## config.mk

```make
export PLATFORM = sky130hd
export DESIGN_NAME = vga_timing_gen
export DESIGN_NICKNAME = d
export VERILOG_FILES = /design/src/rtl/vga_timing_gen.sv
export SDC_FILE = /design/constraint.sdc
export NUM_CORES = 1
export LEC_CHECK = 0
export BUFFER_PORTS_ARGS = -buffer_cell sky130_fd_sc_hd__clkbuf_2
export CAP_MARGIN = 20
export CORE_MARGIN = 5
export CORE_UTILIZATION = 42
export CTS_BUF_LIST = sky130_fd_sc_hd__clkbuf_4 sky130_fd_sc_hd__clkbuf_8 sky130_fd_sc_hd__clkbuf_16
export CTS_CLUSTER_SIZE = 16
export DETAILED_ROUTE_END_ITERATION = 12
export PLACE_DENSITY_LB_ADDON = 0.25
export RECOVER_POWER = 25
export SYNTH_ARGS = -nofsm -noshare
export SYNTH_HDL_FRONTEND = slang
export SYNTH_SLANG_ARGS = --single-unit
export TNS_END_PERCENT = 1
```

## constraint.sdc

```tcl
create_clock -name clk_in -period 3.1 [get_ports clk_in]
set_input_delay 0.93 -clock clk_in [delete_from_list [all_inputs] [get_ports clk_in]]
set_output_delay 0.93 -clock clk_in [all_outputs]
set_load 0.02 [all_outputs]
```

## src/rtl/vga_timing_gen.sv

```systemverilog
// 640x480@60 raster timing generator: pixel prescaler, horizontal/vertical phase FSMs, sync/enable decode.
// Define VGA_SYNC_ALIGN_EN to delay hsync/vsync/enable by one pixel to match a one-pixel-deep colour pipeline.
module vga_timing_gen #(
  parameter int unsigned H_ACTIVE = 640,
  parameter int unsigned H_FP     = 16,
  parameter int unsigned H_SYNC   = 96,
  parameter int unsigned H_BP     = 48,
  parameter int unsigned V_ACTIVE = 480,
  parameter int unsigned V_FP     = 10,
  parameter int unsigned V_SYNC   = 2,
  parameter int unsigned V_BP     = 33,
  parameter int unsigned PIX_DIV  = 4
) (
  input  logic       clk_in,
  input  logic       rst_n,
  output logic       pix_tick,
  output logic       hsync,
  output logic       vsync,
  output logic       enable,
  output logic [9:0] current_row,
  output logic [9:0] current_line,
  output logic       line_start,
  output logic       frame_start
);

  localparam int unsigned H_TOTAL = H_ACTIVE + H_FP + H_SYNC + H_BP;
  localparam int unsigned V_TOTAL = V_ACTIVE + V_FP + V_SYNC + V_BP;

  // Last coordinate of each phase; the FSMs leave a phase on these values.
  localparam logic [9:0] H_ACT_LAST  = 10'(H_ACTIVE - 1);
  localparam logic [9:0] H_FP_LAST   = 10'(H_ACTIVE + H_FP - 1);
  localparam logic [9:0] H_SYNC_LAST = 10'(H_ACTIVE + H_FP + H_SYNC - 1);
  localparam logic [9:0] H_LAST      = 10'(H_TOTAL - 1);
  localparam logic [9:0] V_ACT_LAST  = 10'(V_ACTIVE - 1);
  localparam logic [9:0] V_FP_LAST   = 10'(V_ACTIVE + V_FP - 1);
  localparam logic [9:0] V_SYNC_LAST = 10'(V_ACTIVE + V_FP + V_SYNC - 1);
  localparam logic [9:0] V_LAST      = 10'(V_TOTAL - 1);
  localparam logic [3:0] DIV_LAST    = 4'(PIX_DIV - 1);

  typedef enum logic [1:0] {HS_ACTIVE, HS_FRONT, HS_SYNC, HS_BACK} h_state_t;
  typedef enum logic [1:0] {VS_ACTIVE, VS_FRONT, VS_SYNC, VS_BACK} v_state_t;

  h_state_t   h_state;
  v_state_t   v_state;
  logic [3:0] div_cnt;
  logic [3:0] div_nxt;
  logic       h_wrap;
  logic       hsync_dec;
  logic       vsync_dec;
  logic       enable_dec;

  assign div_nxt = (div_cnt == DIV_LAST) ? 4'd0 : div_cnt + 4'd1;
  assign h_wrap  = pix_tick && (current_row == H_LAST);

  // pix_tick is registered from the next divider value so it stays low through reset even when PIX_DIV=1.
  always_ff @(posedge clk_in) begin
    if (!rst_n) begin
      div_cnt  <= 4'd0;
      pix_tick <= 1'b0;
    end else begin
      // NOTE: sequential state always uses <= so every register samples pre-edge values.
      div_cnt  <= div_nxt;
      pix_tick <= (div_nxt == DIV_LAST);
    end
  end

  always_ff @(posedge clk_in) begin
    if (!rst_n) begin
      h_state     <= HS_ACTIVE;
      current_row <= 10'd0;
    end else if (pix_tick) begin
      current_row <= (current_row == H_LAST) ? 10'd0 : current_row + 10'd1;
      case (h_state)
        HS_ACTIVE: if (current_row == H_ACT_LAST)  h_state <= HS_FRONT;
        HS_FRONT:  if (current_row == H_FP_LAST)   h_state <= HS_SYNC;
        HS_SYNC:   if (current_row == H_SYNC_LAST) h_state <= HS_BACK;
        HS_BACK:   if (current_row == H_LAST)      h_state <= HS_ACTIVE;
      endcase
    end
  end

  always_ff @(posedge clk_in) begin
    if (!rst_n) begin
      v_state      <= VS_ACTIVE;
      current_line <= 10'd0;
    end else if (h_wrap) begin
      current_line <= (current_line == V_LAST) ? 10'd0 : current_line + 10'd1;
      case (v_state)
        VS_ACTIVE: if (current_line == V_ACT_LAST)  v_state <= VS_FRONT;
        VS_FRONT:  if (current_line == V_FP_LAST)   v_state <= VS_SYNC;
        VS_SYNC:   if (current_line == V_SYNC_LAST) v_state <= VS_BACK;
        VS_BACK:   if (current_line == V_LAST)      v_state <= VS_ACTIVE;
      endcase
    end
  end

  // Start pulses land on the cycle the wrapped coordinates first appear.
  always_ff @(posedge clk_in) begin
    if (!rst_n) begin
      line_start  <= 1'b0;
      frame_start <= 1'b1;
    end else begin
      line_start  <= h_wrap;
      frame_start <= h_wrap && (current_line == V_LAST);
    end
  end

  assign hsync_dec  = (h_state != HS_SYNC);
  assign vsync_dec  = (v_state != VS_SYNC);
  assign enable_dec = (h_state == HS_ACTIVE) && (v_state == VS_ACTIVE);

`ifdef VGA_SYNC_ALIGN_EN
  always_ff @(posedge clk_in) begin
    if (!rst_n) begin
      hsync  <= 1'b1;
      vsync  <= 1'b1;
      enable <= 1'b0;
    end else if (pix_tick) begin
      hsync  <= hsync_dec;
      vsync  <= vsync_dec;
      enable <= enable_dec;
    end
  end
`else
  assign hsync  = hsync_dec;
  assign vsync  = vsync_dec;
  assign enable = enable_dec;
`endif

endmodule

```

After elaboration in Yosys (flattened, before gate mapping)
Cells that the tools add are included.
- register bits after elaboration: 31
- bits of input ports: 2
- word-level logic and storage cells: 57
- add/sub/neg operators: 3
- equality and inequality tests: 26
- muxes and demuxes: 13
- reductions and logical operators: 7
- operators with widths (cell ; number):
    $eq 10x10->1 const B ; 5
    $eq 10x9->1 const B ; 3
    $add 10x1->10 const B ; 2
    $mux 10 ; 2
    $ne 2x2->1 const B ; 10
    $mux 2 ; 8
    $pmux 2 s4 ; 2
    $reduce_and 5->1 ; 2
    $eq 2x2->1 const B ; 4
    $eq 4x2->1 const B ; 2
    $add 4x1->4 const B ; 1
    $eq 2x1->1 const B ; 2
    $logic_not 2->1 ; 2
    $mux 4 ; 1
    $logic_and 1x1->1 ; 3

Depth between registers and ports, before layout
Gate-level depths: netlist (run 1).
- depth in word-level cells: 3
- mapped depth: 7

Worst setup path after synthesis (run 1)
No wires, ideal clock.
- path kind: reg-to-reg
- start point: reg current_line[0]
- end point: reg v_state[0]
- library setup time: 0.072 ns
- arrival: 1.872 ns
- required time: 3.028 ns
- path slack: 1.156 ns
- stages on the path, launching flop included: 7
- cell sequence: dfxtp_1 > ha_1 > nand3_1 > o31ai_1 > o21ai_2 > a2111oi_4 > mux2i_1
- longest elaborated chain between the ends: 3
- ends and longest elaborated chain (element ; RTL line ; source):
    start: declaration ; 21 ; output logic [9:0] current_line,
    start signal: assignment ; 87 ; current_line <= (current_line == V_LAST) ? 10'd0 : current_line + 10'd1;
    $eq 10x9->1 (tied with other cells) ; 91 ; VS_SYNC: if (current_line == V_SYNC_LAST) v_state <= VS_BACK;
    $ne 2x2->1 (no source line) ; -- ;
    $reduce_and 5->1 (no source line) * ; -- ;
    end signal: assignment ; 90 ; VS_FRONT: if (current_line == V_FP_LAST) v_state <= VS_SYNC;
    end signal: assignment ; 91 ;
    end signal: assignment ; 92 ; VS_BACK: if (current_line == V_LAST) v_state <= VS_ACTIVE;
    end: declaration ; 44 ; v_state_t v_state;
Every way passes the cells marked *; elsewhere a longest branch is shown, timed or not.
A chain may end at the register's enable or synchronous reset.

Worst setup path in the final report (run 1)
- start point: reg h_state[0]
- end point: out enable
- longest elaborated chain between the ends: 2
- ends and longest elaborated chain (element ; RTL line ; source):
    start: declaration ; 43 ; h_state_t h_state;
    start signal: assignment ; 69 ; h_state <= HS_ACTIVE;
    start signal: assignment ; 74 ; HS_ACTIVE: if (current_row == H_ACT_LAST) h_state <= HS_FRONT;
    start signal: assignment ; 75 ; HS_FRONT: if (current_row == H_FP_LAST) h_state <= HS_SYNC;
    $logic_not 2->1 ; 110 ; assign enable_dec = (h_state == HS_ACTIVE) && (v_state == VS_ACTIVE);
    $logic_and 1x1->1 ; 110 ;
    end: declaration ; 19 ; output logic enable,
No other way between the ends.

==> results.toml, run 1 <==
[synth]
synth_edf_count = 0
synth_cells = 198
ys_ff_latch = 31
yosysSeqAreaShare = 0.350
synth-main-ff-cell = "dfxtp_1"
ys_types = 45
postSynthAreaPerCell_um2 = 8.97
synth_area_mm2 = 0.00178
yosysWarnings = 0
synth_fp_nets = 214
async_flop_share = 0

[worst_setup_path]
cp.buffers_inverters = 2
end_kind = "output port"
crit_path_max_fanout = 4
cp.depth = 4
crit_type = "flip-flop to output port"
timing.rr.end = "v_state[1]"
worstSetupStartpointType = "flip-flop"
r2r_slack_ns = 1.07
slowest_stage = "dfxtp_1"
required_ns = 2.17
critPathTopFamily = "flip-flops"
crit_path_max_incr_delay_ns = 0.37
crit_path_cell_trace = "inv_1 > ha_1 > and2_1 > clkbuf_2"
ff2ff_path_depth = 5
crit_arrival_ns = 1.32
rr_startpoint = "current_row[0]"

[detailed_routing]
drc = 0
vias = 1403
wl_per_cell_um = 12.9
routed_wl_um = 3550
drtAntennaViolNets = 0
firstDrtPassIters = 4
viasPerCell = 5.10
drtIter0Drc = 25

[clocking]
htree_levels = 2
clk_pin_slew_ns = 0.07
post_cts_resized = 0
clock_sinks = 31
clock_latency_ns = 0.28
clockBufferDepth = 2
cts_made_buffers = 5
cts_tree = "done"
cts_setup_buffers = 0
root_buffer = "clkbuf_8"
postCtsHoldBufs = 0

[sta]
fmax_mhz = 445
post-route-min-period_ns = 2.25
setup_tns_ns = 0
whs_ns = 0.498
max-slew-margin-rel = 0.371
worst_slew_pin_slew_ns = 0.944
timing.final.crit_share = 0.726
finalSetupViolCount = 0
rsz0062_at_grt = "false"
hold_violations = 0
drv_slew = 0
finalClockSkew_ns = 0.00549

[floorplanning]
coreArea_mm2 = 0.00406
die_h_um = 75.0
dieArea_mm2 = 0.00563
rows = 23
die_w_um = 75.0
start_util = 0.438
pin_count = 28

[layout]
antennaDiodeCount = 0
area_growth_pct = 13.5
final_area_mm2 = 0.00201
nNetsFinal = 241
layout_commonest_cell = "dfxtp_1"
final_cell_mix = "31 x dfxtp_1, 19 x clkbuf_2, 18 x nand2_1, 16 x nor2_1, 14 x ha_1"
layout-drive-gt1-share = 0.164

[grt]
gr-usage-all-layers = 0.149
overflow = 0
grt_start_max_net_pins = 27
grt_pass1_wl_um = 6370
antenna_found_initial = 0
grt_pass1_vias = 1382

[status]
status = "complete, no violations"

[placement]
gp_congestion = 0.813
hpwl_um = 2520
place_area_mm2 = 0.00194
portBuffers = 27

[hold_path]
worstHoldStart = "v_state[1]"
hold_depth = 2
min_to = "v_state[1]"
hp-class = "flip-flop to flip-flop"

[pwr]
p_leak_uw = 0.000768
irDropWorstVdd_mv = 0.277
p_per_area_mw_per_mm2 = 378

[job]
maxCapViolCount = 0
kinds of logic after synthesis:
family,Yosys count,share of synthesized area
multiplexers,3,0.0169
adder cells (fa/ha/maj),14,0.0987
XOR/XNOR,11,0.0543
AO/OA/AOI/OAI,31,0.147
buffers and inverters,18,0.0437
AND/OR/NAND/NOR,90,0.290
flip-flops,31,0.350
worst max path at each step:
stage / startpoint / to
finish: h_state[0] / enable
global route: v_state[0] / enable
CTS: v_state[0] / enable
detailed placement: current_row[0] / v_state[0]
global placement: h_state[0] / h_state[0]
floorplan: current_line[0] / v_state[0]
flip-flops by register name, indices dropped and copies added (netlist names):
signal and flops:
current_line 10, current_row 10, div_cnt 4, pix_tick 1, v_state 2, h_state 2, line_start 1, frame_start 1
through the flow:
| stage | cells | util | worst slack [ns] | total power (uW) |
|---|---|---|---|---|
| 6_report | 275 | 0.496 | 0.851 | 761 |
| 3_3_place_gp | 268 | 0.477 | 1.09 | 447 |
| 5_1_grt | 275 | 0.496 | 0.781 | 791 |
| 2_1_floorplan | 198 | - | 1.16 | 441 |
| 4_1_cts | 275 | 0.499 | 0.842 | 773 |
| 3_5_place_dp | 268 | 0.477 | 1.07 | 447 |
cells in the mapped netlist (3+ instances only):
master,instances,area share
dfxtp_1,31,0.35
nand2_1,18,0.038
nor2_1,16,0.034
ha_1,14,0.099
inv_1,11,0.023
o21ai_0,10,0.028
a21boi_0,8,0.034
nand3_1,7,0.020
and3_1,6,0.021
xor2_1,6,0.030
and2_1,5,0.018
nand3b_1,5,0.021
nand4_1,5,0.018
nor3_1,5,0.014
xnor2_1,5,0.025
clkbuf_1,4,0.0085
mux2i_1,3,0.017
nand2b_1,3,0.011
nor2b_1,3,0.011
per-layer routing:
| layer | GRT usage | vias up | wire, um |
|---|---|---|---|
| met5 | 0 | - | 0 |
| li1 | - | 743 | - |
| met1 | 0.185 | 630 | 1680 |
| met3 | 0.0467 | 6 | 172 |
| met2 | 0.236 | 24 | 1630 |
| met4 | 0.0652 | 0 | 63 |
cell type report:
class | instances | area (um2)
well taps | 50 | 62.6
multi-input cells | 149 | 1080
flip-flops and latches | 31 | 621
clock inverters | 1 | 5.00
inverters | 11 | 41.3
fillers | 412 | 2040
clock buffers | 6 | 82.6
repair buffers | 27 | 125
worst reg2reg max path: cells and delay by family, from the launching register on:
family	cells	cell delay [ns]
and+or+nand+nor	2	0.63
DFF	1	0.41
adders and majority gates	1	0.23
AOI/OAI and AO/OA	1	0.47
muxes	1	0.21
where the power goes:
group	switching, uW	leakage [uW]	internal [uW]
logic	15.3	0.000470	10.1
clock network	149	0.0000470	174
registers	8.04	0.000251	404
total	172	0.000768	588
No activity file was read; power rests on OpenSTA's default activity.
==> inputs of run 2 (changes only) <==
==> constraint.sdc (replaced) <==
create_clock -name clk_in -period 2.1 [get_ports clk_in]
set_input_delay 0.63 -clock clk_in [delete_from_list [all_inputs] [get_ports clk_in]]
set_output_delay 0.63 -clock clk_in [all_outputs]
set_load 0.02 [all_outputs]
==> run 2 against run 1 <==
  * Via count up 7.8%
  * Core utilization up 3.3 points
  * Combinational power up 84%
  * Sequential share of layout area down 1.9 points
  * Cell count up 4.7%
  * Sequential cell count unchanged
  * Die area unchanged
  * Hold slack better by 0.0043 ns
  * Setup slack worse by 0.70 ns
==> results.toml, run 2 (synthesis gave the netlist of run 1 again) <==
[clocking]
clock_latency_ns = 0.29
htree_levels = 2
clock_sinks = 31
root_buffer = "clkbuf_8"
clk_pin_slew_ns = 0.07
clockBufferDepth = 2
cts_made_buffers = 5
cts_tree = "done"

[grt]
grt_pass1_vias = 1412
gr-usage-all-layers = 0.151
antenna_found_initial = 0
overflow = 0
grt_start_max_net_pins = 19
grt_pass1_wl_um = 6420

[floorplanning]
pin_count = 28
die_w_um = 75.0
die_h_um = 75.0
start_util = 0.438
coreArea_mm2 = 0.00406
dieArea_mm2 = 0.00563
rows = 23

[layout]
layoutNonFillerInstCount = 288
final_area_mm2 = 0.00215
layout_commonest_cell = "dfxtp_1"
antennaDiodeCount = 0
layout-drive-gt1-share = 0.231
largest_registers = "current_line: 10 flops, current_row: 10 flops, div_cnt: 4 flops"
nNetsFinal = 253
final_cell_mix = "30 x dfxtp_1, 20 x clkbuf_2, 18 x nand2_1, 16 x nor2_1, 14 x ha_1"
area_growth_pct = 21.1
fillers = 394

[sta]
fmax_mhz = 514
finalSetupViolCount = 0
drv_slew = 0
finalClockSkew_ns = 0.00350
worst_slew_pin_slew_ns = 0.361
timing.final.crit_share = 0.927
setup_tns_ns = 0
whs_ns = 0.502
max-slew-margin-rel = 0.757
rsz0062_at_grt = "false"
hold_violations = 0
post-route-min-period_ns = 1.95

[pwr]
p_clk_frac = 0.453
p_leak_uw = 0.000848
p_comb_frac = 0.039
switching_share = 0.222
p_per_area_mw_per_mm2 = 555
pwr-share-seq = 0.508
p_int_uw = 928
irDropWorstVdd_mv = 0.311
p_sw_uw = 265

[detailed_routing]
vias = 1513
wl_per_cell_um = 12.8
drc = 0
drtAntennaViolNets = 0
viasPerCell = 5.25
firstDrtPassIters = 6
drtIter0Drc = 70
routed_wl_um = 3700

[placement]
place_area_mm2 = 0.00202
portBuffers = 27
gp_congestion = 0.781
dp_cells = 279
hpwl_um = 2740

[status]
status = "complete, no violations"

[worst_setup_path]
crit_arrival_ns = 2.16
worstSetupStartpointType = "flip-flop"
end_kind = "flip-flop"
crit_type = "flip-flop to flip-flop"
required_ns = 2.32
crit_path_max_fanout = 7

[job]
maxCapViolCount = 0

[hold_path]
hp-class = "flip-flop to flip-flop"
==> run 2: power by group through the flow <==
stage          combinational (uW)  clock, uW  sequential (uW)
6_report                     46.8        541              606
5_1_grt                      53.9        590              607
4_1_cts                      47.9        551              605
3_5_place_dp                 47.5          0              619
3_3_place_gp                 47.8          0              619
2_1_floorplan                28.3          0              622
==> run 2: repair_timing <==
item                                    in CTS  in global routing
buffers inserted                             0                  1
resized for setup                            0                  5
endpoints found under the setup margin       0                  5
hold buffers                                 0                  0
==> run 2: worst paths after layout <==
path                         from          to  slack, ns  depth (start not counted)
setup / recovery  current_line[0]  v_state[0]       0.15                          6
hold / removal         v_state[1]  v_state[1]       0.50                          2
setup reg to reg  current_line[0]  v_state[0]       0.15                          6
hold reg to reg        v_state[1]  v_state[1]       0.50                          2
==> run 2: final cells by class <==
cell class,instances,area [um2],area share
Clock buffer,8,104,0.0483
Inverter,11,41.3,0.0192
Multi-Input combinational cell,149,1100,0.513
Sequential cell,31,622,0.289
Tap cell,50,62.6,0.0291
Timing Repair Buffer,39,216,0.101
==> run 2: per-layer routing <==
| layer | wire length [um] | share of wire | up-vias | track usage |
|---|---|---|---|---|
| li1 | - | - | 773 | - |
| met1 | 1790 | 0.49 | 701 | 0.195 |
| met2 | 1700 | 0.46 | 35 | 0.228 |
| met3 | 170 | 0.046 | 4 | 0.0521 |
| met4 | 31 | 0.0084 | 0 | 0.0652 |
| met5 | 0 | 0 | - | 0 |
==> run 2: through the flow <==
| step | setup WS (ns) | total power, uW | util |
|---|---|---|---|
| 2_1_floorplan | 0.156 | 650 | - |
| 3_3_place_gp | 0.162 | 666 | 0.498 |
| 3_5_place_dp | 0.116 | 666 | 0.498 |
| 4_1_cts | 0.101 | 1200 | 0.523 |
| 5_1_grt | 0.00475 | 1250 | 0.530 |
| 6_report | 0.153 | 1190 | 0.530 |
==> run 2: worst max-delay path: stages, from the launching register on <==
cell,delay (ns)
dfxtp_1,0.43
ha_1,0.24
nand3_1,0.19
o31ai_2,0.31
o21ai_2,0.10
a2111oi_4,0.38
mux2i_1,0.22
==> inputs of run 3 (changes only) <==
--- a/config.mk
+++ b/config.mk
@@ -12,7 +12,6 @@
 export CTS_BUF_LIST = sky130_fd_sc_hd__clkbuf_4 sky130_fd_sc_hd__clkbuf_8 sky130_fd_sc_hd__clkbuf_16
 export CTS_CLUSTER_SIZE = 16
 export DETAILED_ROUTE_END_ITERATION = 12
-export PLACE_DENSITY_LB_ADDON = 0.25
 export RECOVER_POWER = 25
 export SYNTH_ARGS = -nofsm -noshare
 export SYNTH_HDL_FRONTEND = slang
==> run 3 against run 2 <==
  * Non-clock buffer count shrank 3
  * Power shrank 4.8%
  * Global-route usage shrank 0.55 points
  * Count of clock-buffer cells in the layout shrank 1
  * Via count shrank 3.5%
  * Die area is the same
  * Sequential cell count is the same
  * Setup slack lost 0.049 ns
  * Hold slack is essentially flat
  * Clock skew grew 0.0042 ns
  * Critical path type unchanged
  * Critical endpoint is now h_state[0]
==> results.toml, run 3 (synthesis gave the netlist of run 1 again) <==
[layout]
antennaDiodeCount = 0
layout_commonest_cell = "dfxtp_1"
layout-drive-gt1-share = 0.209
largest_registers = "current_line: 10 flops, current_row: 10 flops, div_cnt: 4 flops"
final_cell_mix = "30 x dfxtp_1, 18 x nand2_1, 18 x clkbuf_2, 16 x nor2_1, 13 x ha_1"
area_growth_pct = 18.4
nNetsFinal = 250
final_area_mm2 = 0.00210

[clocking]
cts_made_buffers = 5
post_cts_resized = 0
root_buffer = "clkbuf_8"
clock_latency_ns = 0.29
clk_pin_slew_ns = 0.06
postCtsHoldBufs = 0
cts_tree = "done"
htree_levels = 2
cts_setup_buffers = 0
clock_sinks = 31
clockBufferDepth = 2

[placement]
portBuffers = 27
hpwl_um = 2670
gp_congestion = 0.753
place_area_mm2 = 0.00200

[sta]
finalSetupViolCount = 0
whs_ns = 0.501
rsz0062_at_grt = "false"
hold_violations = 0
timing.final.crit_share = 0.950
post-route-min-period_ns = 2.00
finalClockSkew_ns = 0.00772
worst_slew_pin_slew_ns = 0.632
drv_slew = 0
max-slew-margin-rel = 0.578
fmax_mhz = 501
setup_tns_ns = 0

[worst_setup_path]
crit_path_start = "h_state[0]"
r2r_slack_ns = 0.10
crit_path_max_fanout = 4
required_ns = 2.27
rr_startpoint = "h_state[0]"
crit_path_max_incr_delay_ns = 0.37
end_kind = "flip-flop"
crit_path_cell_trace = "inv_1 > ha_1 > or3_4 > a2111oi_4 > o221ai_2 > o311a_1"
critPathTopFamily = "compound AO/OA/AOI/OAI gates"
slowest_stage = "a2111oi_4"
worstSetupStartpointType = "flip-flop"
cp.buffers_inverters = 1
crit_arrival_ns = 2.17
crit_type = "flip-flop to flip-flop"

[detailed_routing]
drtAntennaViolNets = 0
routed_wl_um = 3650
viasPerCell = 5.12
drtIter0Drc = 103
vias = 1460
firstDrtPassIters = 4
drc = 0
wl_per_cell_um = 12.8

[floorplanning]
coreArea_mm2 = 0.00406
dieArea_mm2 = 0.00563
rows = 23
die_h_um = 75.0
start_util = 0.438
die_w_um = 75.0
pin_count = 28

[pwr]
p_leak_uw = 0.000814
p_sw_uw = 262
p_comb_frac = 0.042
p_clk_frac = 0.426
p_int_uw = 874
irDropWorstVdd_mv = 0.390
p_per_area_mw_per_mm2 = 540
pwr-share-seq = 0.532
switching_share = 0.231

[hold_path]
hp-class = "flip-flop to flip-flop"
worstHoldStart = "v_state[1]"

[grt]
antenna_found_initial = 0
gr-usage-all-layers = 0.146
grt_pass1_vias = 1369
grt_start_max_net_pins = 19
grt_pass1_wl_um = 6310
overflow = 0

[job]
maxCapViolCount = 0

[status]
status = "complete, no violations"
[run 3: cell types whose count changed in the layout (fill, tap and decap cells not counted)]
cell | before | now
ha_2 | 0 | 1
clkbuf_1 | 7 | 10
clkbuf_8 | 7 | 5
nor4_2 | 2 | 1
clkinv_2 | 0 | 1
ha_1 | 14 | 13
clkbuf_2 | 20 | 18
nor4_1 | 0 | 1
clkbuf_4 | 1 | 2
buf_4 | 12 | 8
[run 3: path summary, 6_finish.rpt]
path | endpoint | cells after the start
max | h_state[0] | 6
min | v_state[1] | 2
min reg2reg | v_state[1] | 2
max reg2reg | h_state[0] | 6
[run 3: power groups by stage]
stage               combinational, uW  clock [uW]  sequential (uW)
global placement                 49.5           0              617
floorplan                        28.3           0              622
CTS                              50.1         497              604
detailed placement               49.9           0              618
global route                     55.1         520              605
finish                           47.9         484              604
[run 3: routing by layer]
metal | GRT usage | part of all wire | up-vias
li1 | - | - | 760
met1 | 0.202 | 0.51 | 662
met2 | 0.215 | 0.42 | 30
met3 | 0.0294 | 0.048 | 8
met4 | 0.0711 | 0.022 | 0
met5 | 0 | 0 | -
[run 3: worst min-delay path, delay by kind of cell, from the launching register on]
family           cells  cell delay, ns
and+or+nand+nor      1            0.06
muxes                1            0.05
DFF                  1            0.34
[run 3: layout make-up]
class                   count  area (um2)
well taps                  50        62.6
fillers                   387        1960
clock buffers               7        83.8
inverters                  11        41.3
multi-input cells         149        1100
flip-flops and latches     31         622
clock inverters             1        5.00
repair buffers             36         188
[run 3: through the flow]
stage | util | total power [uW] | setup slack [ns] | cells
floorplan | - | 650 | 0.156 | 198
global placement | 0.494 | 667 | 0.157 | 277
detailed placement | 0.494 | 668 | 0.101 | 277
CTS | 0.516 | 1150 | 0.0953 | 285
global route | 0.518 | 1180 | 0.00722 | 285
finish | 0.518 | 1140 | 0.104 | 285
